**src/rtl/serial_add_ctrl.sv**
```systemverilog
// serial_add_ctrl: bit-serial adder sequencer built around one shared
// 1-bit full_adder cell. Operands are accepted over an in_valid/in_ready
// handshake, added LSB first over WIDTH cycles, and the result is offered
// over an out_valid/out_ready handshake.
//
// Ports:
//   clk        system clock, rising edge
//   rst_n      asynchronous active-low reset
//   in_valid   operand request valid
//   in_ready   controller idle and able to accept operands
//   op_a/op_b  WIDTH-bit operands, sampled only on the acceptance edge
//   cin        carry-in, sampled only on the acceptance edge
//   out_valid  result valid
//   out_ready  consumer accepts the result
//   sum/cout   result; meaningful only while out_valid=1
//   busy       high while an operation is running or waiting for handshake

// full_adder: combinational 1-bit full adder cell.
//   a, b, ci  addend bits and carry-in
//   s, co     sum bit and carry-out
module full_adder (
    input  logic a,
    input  logic b,
    input  logic ci,
    output logic s,
    output logic co
);
    assign s  = a ^ b ^ ci;
    assign co = (a & b) | (ci & (a ^ b));
endmodule

module serial_add_ctrl #(
    parameter int unsigned WIDTH = 8
) (
    input  logic             clk,
    input  logic             rst_n,
    input  logic             in_valid,
    output logic             in_ready,
    input  logic [WIDTH-1:0] op_a,
    input  logic [WIDTH-1:0] op_b,
    input  logic             cin,
    output logic             out_valid,
    input  logic             out_ready,
    output logic [WIDTH-1:0] sum,
    output logic             cout,
    output logic             busy
);
    localparam int unsigned CW = (WIDTH > 1) ? $clog2(WIDTH) : 1;
    localparam logic [CW-1:0] LAST = CW'(WIDTH - 1);

    typedef enum logic [1:0] {
        S_IDLE,
        S_RUN,
        S_DONE
    } state_t;

    state_t          state, state_nxt;
    logic [WIDTH-1:0] a_sr, b_sr, res_sr;
    logic            c_reg, cout_r;
    logic [CW-1:0]   cnt;
    logic            fa_s, fa_c;
    logic            accept, last;

    full_adder u_fa (
        .a  (a_sr[0]),
        .b  (b_sr[0]),
        .ci (c_reg),
        .s  (fa_s),
        .co (fa_c)
    );

    assign accept = (state == S_IDLE) && in_valid;
    assign last   = (cnt == LAST);

    always_ff @(posedge clk or negedge rst_n) begin
        if (!rst_n) begin
            state <= S_IDLE;
        end else begin
            state <= state_nxt;
        end
    end

    always_comb begin
        state_nxt = state;
        in_ready  = 1'b0;
        out_valid = 1'b0;
        busy      = 1'b0;
        case (state)
            S_IDLE: begin
                in_ready = 1'b1;
                if (in_valid) state_nxt = S_RUN;
            end
            S_RUN: begin
                busy = 1'b1;
                if (last) state_nxt = S_DONE;
            end
            S_DONE: begin
                busy      = 1'b1;
                out_valid = 1'b1;
                if (out_ready) state_nxt = S_IDLE;
            end
            default: state_nxt = S_IDLE;
        endcase
    end

    // Sum bits enter at the MSB so that after WIDTH shifts the first
    // (LSB) bit has walked down to bit 0. The counter stops at WIDTH-1.
    always_ff @(posedge clk or negedge rst_n) begin
        if (!rst_n) begin
            a_sr   <= '0;
            b_sr   <= '0;
            res_sr <= '0;
            c_reg  <= 1'b0;
            cout_r <= 1'b0;
            cnt    <= '0;
        end else if (accept) begin
            a_sr  <= op_a;
            b_sr  <= op_b;
            c_reg <= cin;
            cnt   <= '0;
        end else if (state == S_RUN) begin
            a_sr   <= a_sr >> 1;
            b_sr   <= b_sr >> 1;
            res_sr <= {fa_s, res_sr[WIDTH-1:1]};
            c_reg  <= fa_c;
            if (last) begin
                cout_r <= fa_c;
            end else begin
                cnt <= cnt + CW'(1);
            end
        end
    end

    assign sum  = res_sr;
    assign cout = cout_r;
endmodule

```
**config.mk**
```make
export PLATFORM = sky130hd
export DESIGN_NAME = serial_add_ctrl
export DESIGN_NICKNAME = d
export VERILOG_FILES = /design/src/rtl/serial_add_ctrl.sv
export SDC_FILE = /design/constraint.sdc
export NUM_CORES = 1
export LEC_CHECK = 0
export CORE_UTILIZATION = 55
export CTS_BUF_LIST = sky130_fd_sc_hd__clkbuf_2
export CTS_CLUSTER_DIAMETER = 30
export CTS_CLUSTER_SIZE = 16
export DETAILED_ROUTE_END_ITERATION = 7
export GPL_ROUTABILITY_DRIVEN = 0
export PLACE_DENSITY = 0.86
export RECOVER_POWER = 100
export REMOVE_ABC_BUFFERS = 1
export SYNTH_ARGS = -nofsm -noshare
export SYNTH_HDL_FRONTEND = slang
export SYNTH_SLANG_ARGS = --single-unit
```
**constraint.sdc**
```tcl
create_clock -name clk -period 3.5 [get_ports clk]
set_clock_uncertainty 0.1 [all_clocks]
set_input_delay 0.35 -clock clk [delete_from_list [all_inputs] [get_ports clk]]
set_output_delay 0.35 -clock clk [all_outputs]
set_load 0.02 [all_outputs]
```
# Yosys cells after proc, flatten, opt, wreduce, memory -nomap -nowiden
# Cells that the tools add are included.
[word_totals] regBits=31 elab_cells=45
[classes] addsub=1 n_eq_ne=7 mux=16 bitwise=6 reduce_logical=8
[ops] cell="8-bit 2-to-1 mux" count=4
[ops] cell="3-bit 2-to-1 mux" count=3
[ops] cell="2-bit != test (second input constant)" count=4
[ops] cell="2-bit 2-to-1 mux" count=3
[ops] cell="2-bit case mux with 3 select lines" count=1
[ops] cell="3-bit AND reduction" count=2
[ops] cell="1-bit 2-to-1 mux" count=5
[ops] cell="2-bit AND reduction" count=2
[ops] cell="3-bit by 1-bit adder with 3-bit output (second input constant)" count=1
[ops] cell="3-bit == test (second input constant)" count=1
[ops] cell="1-bit AND" count=2
[ops] cell="2-bit by 1-bit == test with 1-bit output (second input constant)" count=1
[ops] cell="2-bit == test (second input constant)" count=1
[ops] cell="2-bit zero test" count=1
[ops] cell="2-bit nonzero test" count=1
[ops] cell="2-bit OR reduction" count=1
[ops] cell="1-bit bitwise XOR" count=2
[ops] cell="1-bit logical AND" count=1
[ops] cell="1-bit NOT" count=1
[ops] cell="1-bit OR" count=1

# Logic depth before layout (Yosys ltp)
[logic_depth] depth_word=5 mapped_depth=7 ltp_nobuf=5

# By module
# From an unflattened synthesis, not the netlist that was laid out.
[hier_totals] cells_unflattened=122 hier_area_um2=1475.2
[by_module_without_submodules] mod="serial_add_ctrl" instances=1 cells_per_inst=121 area_each_um2=1455.1
[by_module_without_submodules] mod="full_adder" instances=1 cells_per_inst=1 area_each_um2=20.0

# Worst setup path before layout
# Ideal clock, no wire load.
[synth_path] path_kind="register to register" start="register state[0]" end="register cout_r, in the netlist cout" setup_ps=125 arrival_time_ps=1430 required_time_ps=3275 path_slack_ps=1845 stages_incl_launch_ff=7 path_buffers=1 period_less_slack_ps=1655 cell_sequence="dfrtp_1 inv_1 ha_1 and2_1 buf_6 nor2_2 mux2_4"
[synth_between] elab_chain_len=4 elab_cells_between_ends=5 classes_between="1 x eq/ne; 1 x bitwise; 3 x reduce/logical"
[synth_rtl] element="start: declaration" line="57" source="state_t state, state_nxt;"
[synth_rtl] element="start signal: assignment" line="79" source="state <= state_nxt;"
[synth_rtl] element="2-bit zero test" line="72" source="assign accept = (state == S_IDLE) && in_valid;"
[synth_rtl] element="1-bit logical AND" line="72"
[synth_rtl] element="1-bit NOT (no line)"
[synth_rtl] element="3-bit AND reduction (no line) *"
[synth_rtl] element="end signal: assignment" line="114" source="cout_r <= 1'b0;"
[synth_rtl] element="end signal: assignment" line="127" source="cout_r <= fa_c;"
[synth_rtl] element="end: declaration" line="59" source="logic c_reg, cout_r;"
# Every way passes the cells marked *; elsewhere a longest branch is shown, timed or not.
# A chain may end at the register's enable or synchronous reset.

# Worst setup path after layout
[layout_path] start="register state[1]" end="register b_sr[4]"
[layout_between] elab_chain_len=3 elab_cells_between_ends=5 classes_between="1 x eq/ne; 1 x mux; 3 x reduce/logical"
[layout_rtl] element="2-bit zero test" line="72"
[layout_rtl] element="1-bit logical AND" line="72"
[layout_rtl] element="8-bit 2-to-1 mux / 2-bit nonzero test (equally long branches)"
[layout_rtl] element="end signal: assignment" line="118" source="b_sr <= op_b;"
[layout_rtl] element="end signal: assignment" line="123" source="b_sr <= b_sr >> 1;"
[layout_rtl] element="end: declaration" line="58" source="logic [WIDTH-1:0] a_sr, b_sr, res_sr;"
# Parallel ways exist; a longest one is shown, timed or not.

==> impl_metrics.toml <==
[final_layout]
num-nets-final = 185
diodes = 0
area_growth_pct = 24.0
final_common_cell = "dfrtp_1"
layout_common_cells = "dfrtp_1, clkdlybuf4s50_1, nand2_1"
final_util_pct = 72.8
drive_above_1_share_pct = 12.0
finalInstanceArea_um2 = 1840
fillers = 203

[clocking]
cts_hold_buf = 0
cts_buffers = 5
clkLatencyLatePin_ns = 0.37
clkSinkCount = 31
cts_tree = "done"
clk_path_buf_depth = 2
clkSlewWorstSetupHoldPaths_ns = 0.16
cts-root-buf = "clkbuf_2"
ctsResizeCount = 0
postCtsSetupBuffers = 0
cts_htree_levels = 2

[power]
ir_drop_mv = 0.641
netSwitchingPower_uw = 618
p_per_area_nw_per_um2 = 902
p_int_uw = 1040
pwr-share-comb_pct = 47.1
p_leak_uw = 0.000834
p_seq_share_pct = 38.6
p_sw_share_pct = 37.3
pwr-share-clk_pct = 14.3

[worst_setup_path]
crit_required_ns = 3.62
worstPathArrival_ns = 2.65
rr_startpoint = "state[1]$_DFFE_PN0P_"
path_class = "flip-flop to flip-flop"
worstPathMaxFanout = 17
end_kind = "flip-flop"
critPathMaxStageDelay_ns = 0.84
reg2reg_to = "b_sr[4]$_DFFE_PN0P_"
critPathLaunchType = "flip-flop"
crit_slowest_cell = "clkbuf_1"
startpoint = "state[1]$_DFFE_PN0P_"
rrSetupSlack_ns = 0.97
endpoint = "b_sr[4]$_DFFE_PN0P_"
critical_path.cell_chain = "inv_1 -> ha_1 -> clkbuf_1 -> mux2i_1 -> o21ai_0"
rr_worst_depth = 5

[placement]
numPortBuffers = 32
placed_area_um2 = 1800
hpwl_um = 1840

[floorplanning]
rows = 18
pin_count = 33
start_util_pct = 58.7
coreArea_um2 = 2520
die_h_um = 53.9
die_width_um = 53.9
dieArea_um2 = 2910

[sta]
drv_slew = 32
rsz0062_at_grt = "false"
period_minus_slack_ns = 2.53
tightest_slew_ns = 1.60
max_clock_freq_mhz = 395
finalSetupTns_ns = 0
hold_violations = 0
fin_crit_sh_pct = 72.4
slew_headroom_pct = -6.59
setup_violations = 0

[detailed_routing]
drt-total-wl_um = 2540
routedWlPerCell_um = 13.5
drtIter0Drc = 11
ant_nets = 0
num_vias = 957
vias_per_cell = 5.09
drc = 0
dr.pass1.iters = 4

[synthesis]
yosys_warnings = 0
seq_area_frac_synth_pct = 52.4
synth_cell_types = 19
synth_seq_cells = 31
synth_cells = 122
netlist_area_um2 = 1480
syn_area_per_cell_um2 = 12.1

[global_routing]
grt_pass1_wl_um = 4130
grt_pass1_vias = 933
antenna_found_initial = 0
overflow = 0
grt_max_degree = 32
grt_util_all_layers_pct = 21.3

[run_status]
violations = "max-capacitance violations, max-slew violations"
status = "complete, but fails checks"

[worst_hold_path]
hp-class = "primary input to flip-flop"

[job]
cap_violations = 1
-- power by group through the flow --
stage	logic, µW	registers, µW	clock network (µW)
floorplan	511	682	0
detailed placement	837	650	0
global placement	794	633	0
CTS	843	643	243
global route	869	662	263
finish	781	639	237
-- synth_stat cells (all sizes together) --
master / count / area, µm²
and2: 1 / 6.26
buf: 6 / 60.1
clkbuf: 1 / 3.75
dfrtp: 31 / 776
fa: 1 / 20.0
ha: 6 / 75.1
inv: 4 / 15.0
mux2: 11 / 135
mux2i: 17 / 170
nand2: 18 / 67.6
nand2b: 3 / 26.3
nor2: 4 / 17.5
o21ai: 17 / 85.1
o221ai: 1 / 15.0
xor2: 1 / 8.76
-- critical path, delay by kind of cell (launching register included) --
| kind | cells | cell delay [ns] |
|---|---|---|
| adders and majority gates | 1 | 0.52 |
| AOI/OAI and AO/OA | 1 | 0.12 |
| DFF | 1 | 0.43 |
| muxes | 1 | 0.26 |
| buffers and inverters | 2 | 0.95 |
-- cell families (layout without fill, tap and decap cells) --
logic type / Yosys count / after routing / share of synthesized area, %
adder cells (fa/ha/maj): 7 / 7 / 6.42
AO/OA/AOI/OAI: 18 / 18 / 6.76
AND/OR/NAND/NOR: 26 / 26 / 7.94
multiplexers: 28 / 28 / 20.6
buffers and inverters: 11 / 47 / 5.32
flip-flops: 31 / 31 / 52.4
XOR/XNOR: 1 / 1 / 0.591
-- per-layer routing --
metal | vias to the layer above | wire (µm) | GRT usage (%)
li1 | 481 | - | -
met1 | 444 | 1130 | 24.2
met2 | 28 | 1270 | 35.6
met3 | 4 | 112 | 9.32
met4 | 0 | 34 | 6.58
met5 | - | 0 | 0
-- worst min path at each step --
stage / startpoint / endpoint / slack (ns) / depth (start not counted)
3_5_place_dp: sum[0]$_DFFE_PN0P_ / sum[0]$_DFFE_PN0P_ / 0.42 / 1
5_1_grt: op_b[2] / b_sr[2]$_DFFE_PN0P_ / 0.38 / 3
3_3_place_gp: sum[0]$_DFFE_PN0P_ / sum[0]$_DFFE_PN0P_ / 0.39 / 1
2_1_floorplan: rst_n / a_sr[0]$_DFFE_PN0P_ / -0.05 / 0
4_1_cts: rst_n / sum[5]$_DFFE_PN0P_ / 0.24 / 2
6_report: op_b[3] / b_sr[3]$_DFFE_PN0P_ / 0.42 / 3
-- per-stage QoR --
stage | instances | power, µW | worst slack, ns | hold slack, ns
2_1_floorplan | 115 | 1190 | 1.35 | -0.0456
3_3_place_gp | 180 | 1430 | 1.51 | 0.391
3_5_place_dp | 180 | 1490 | 1.46 | 0.416
4_1_cts | 188 | 1730 | 1.28 | 0.242
5_1_grt | 188 | 1790 | 0.763 | 0.376
6_report | 188 | 1660 | 0.966 | 0.415
-- layout make-up --
cell class / count / area, µm² / share of cell area [%]
inverters: 4 / 15.0 / 0.817
clock inverters: 3 / 38.8 / 2.11
flip-flops and latches: 31 / 776 / 42.2
well taps: 30 / 37.5 / 2.04
repair buffers: 35 / 332 / 18.1
clock buffers: 5 / 25.0 / 1.36
multi-input cells: 80 / 613 / 33.4
No activity file was read; power rests on OpenSTA's default activity.
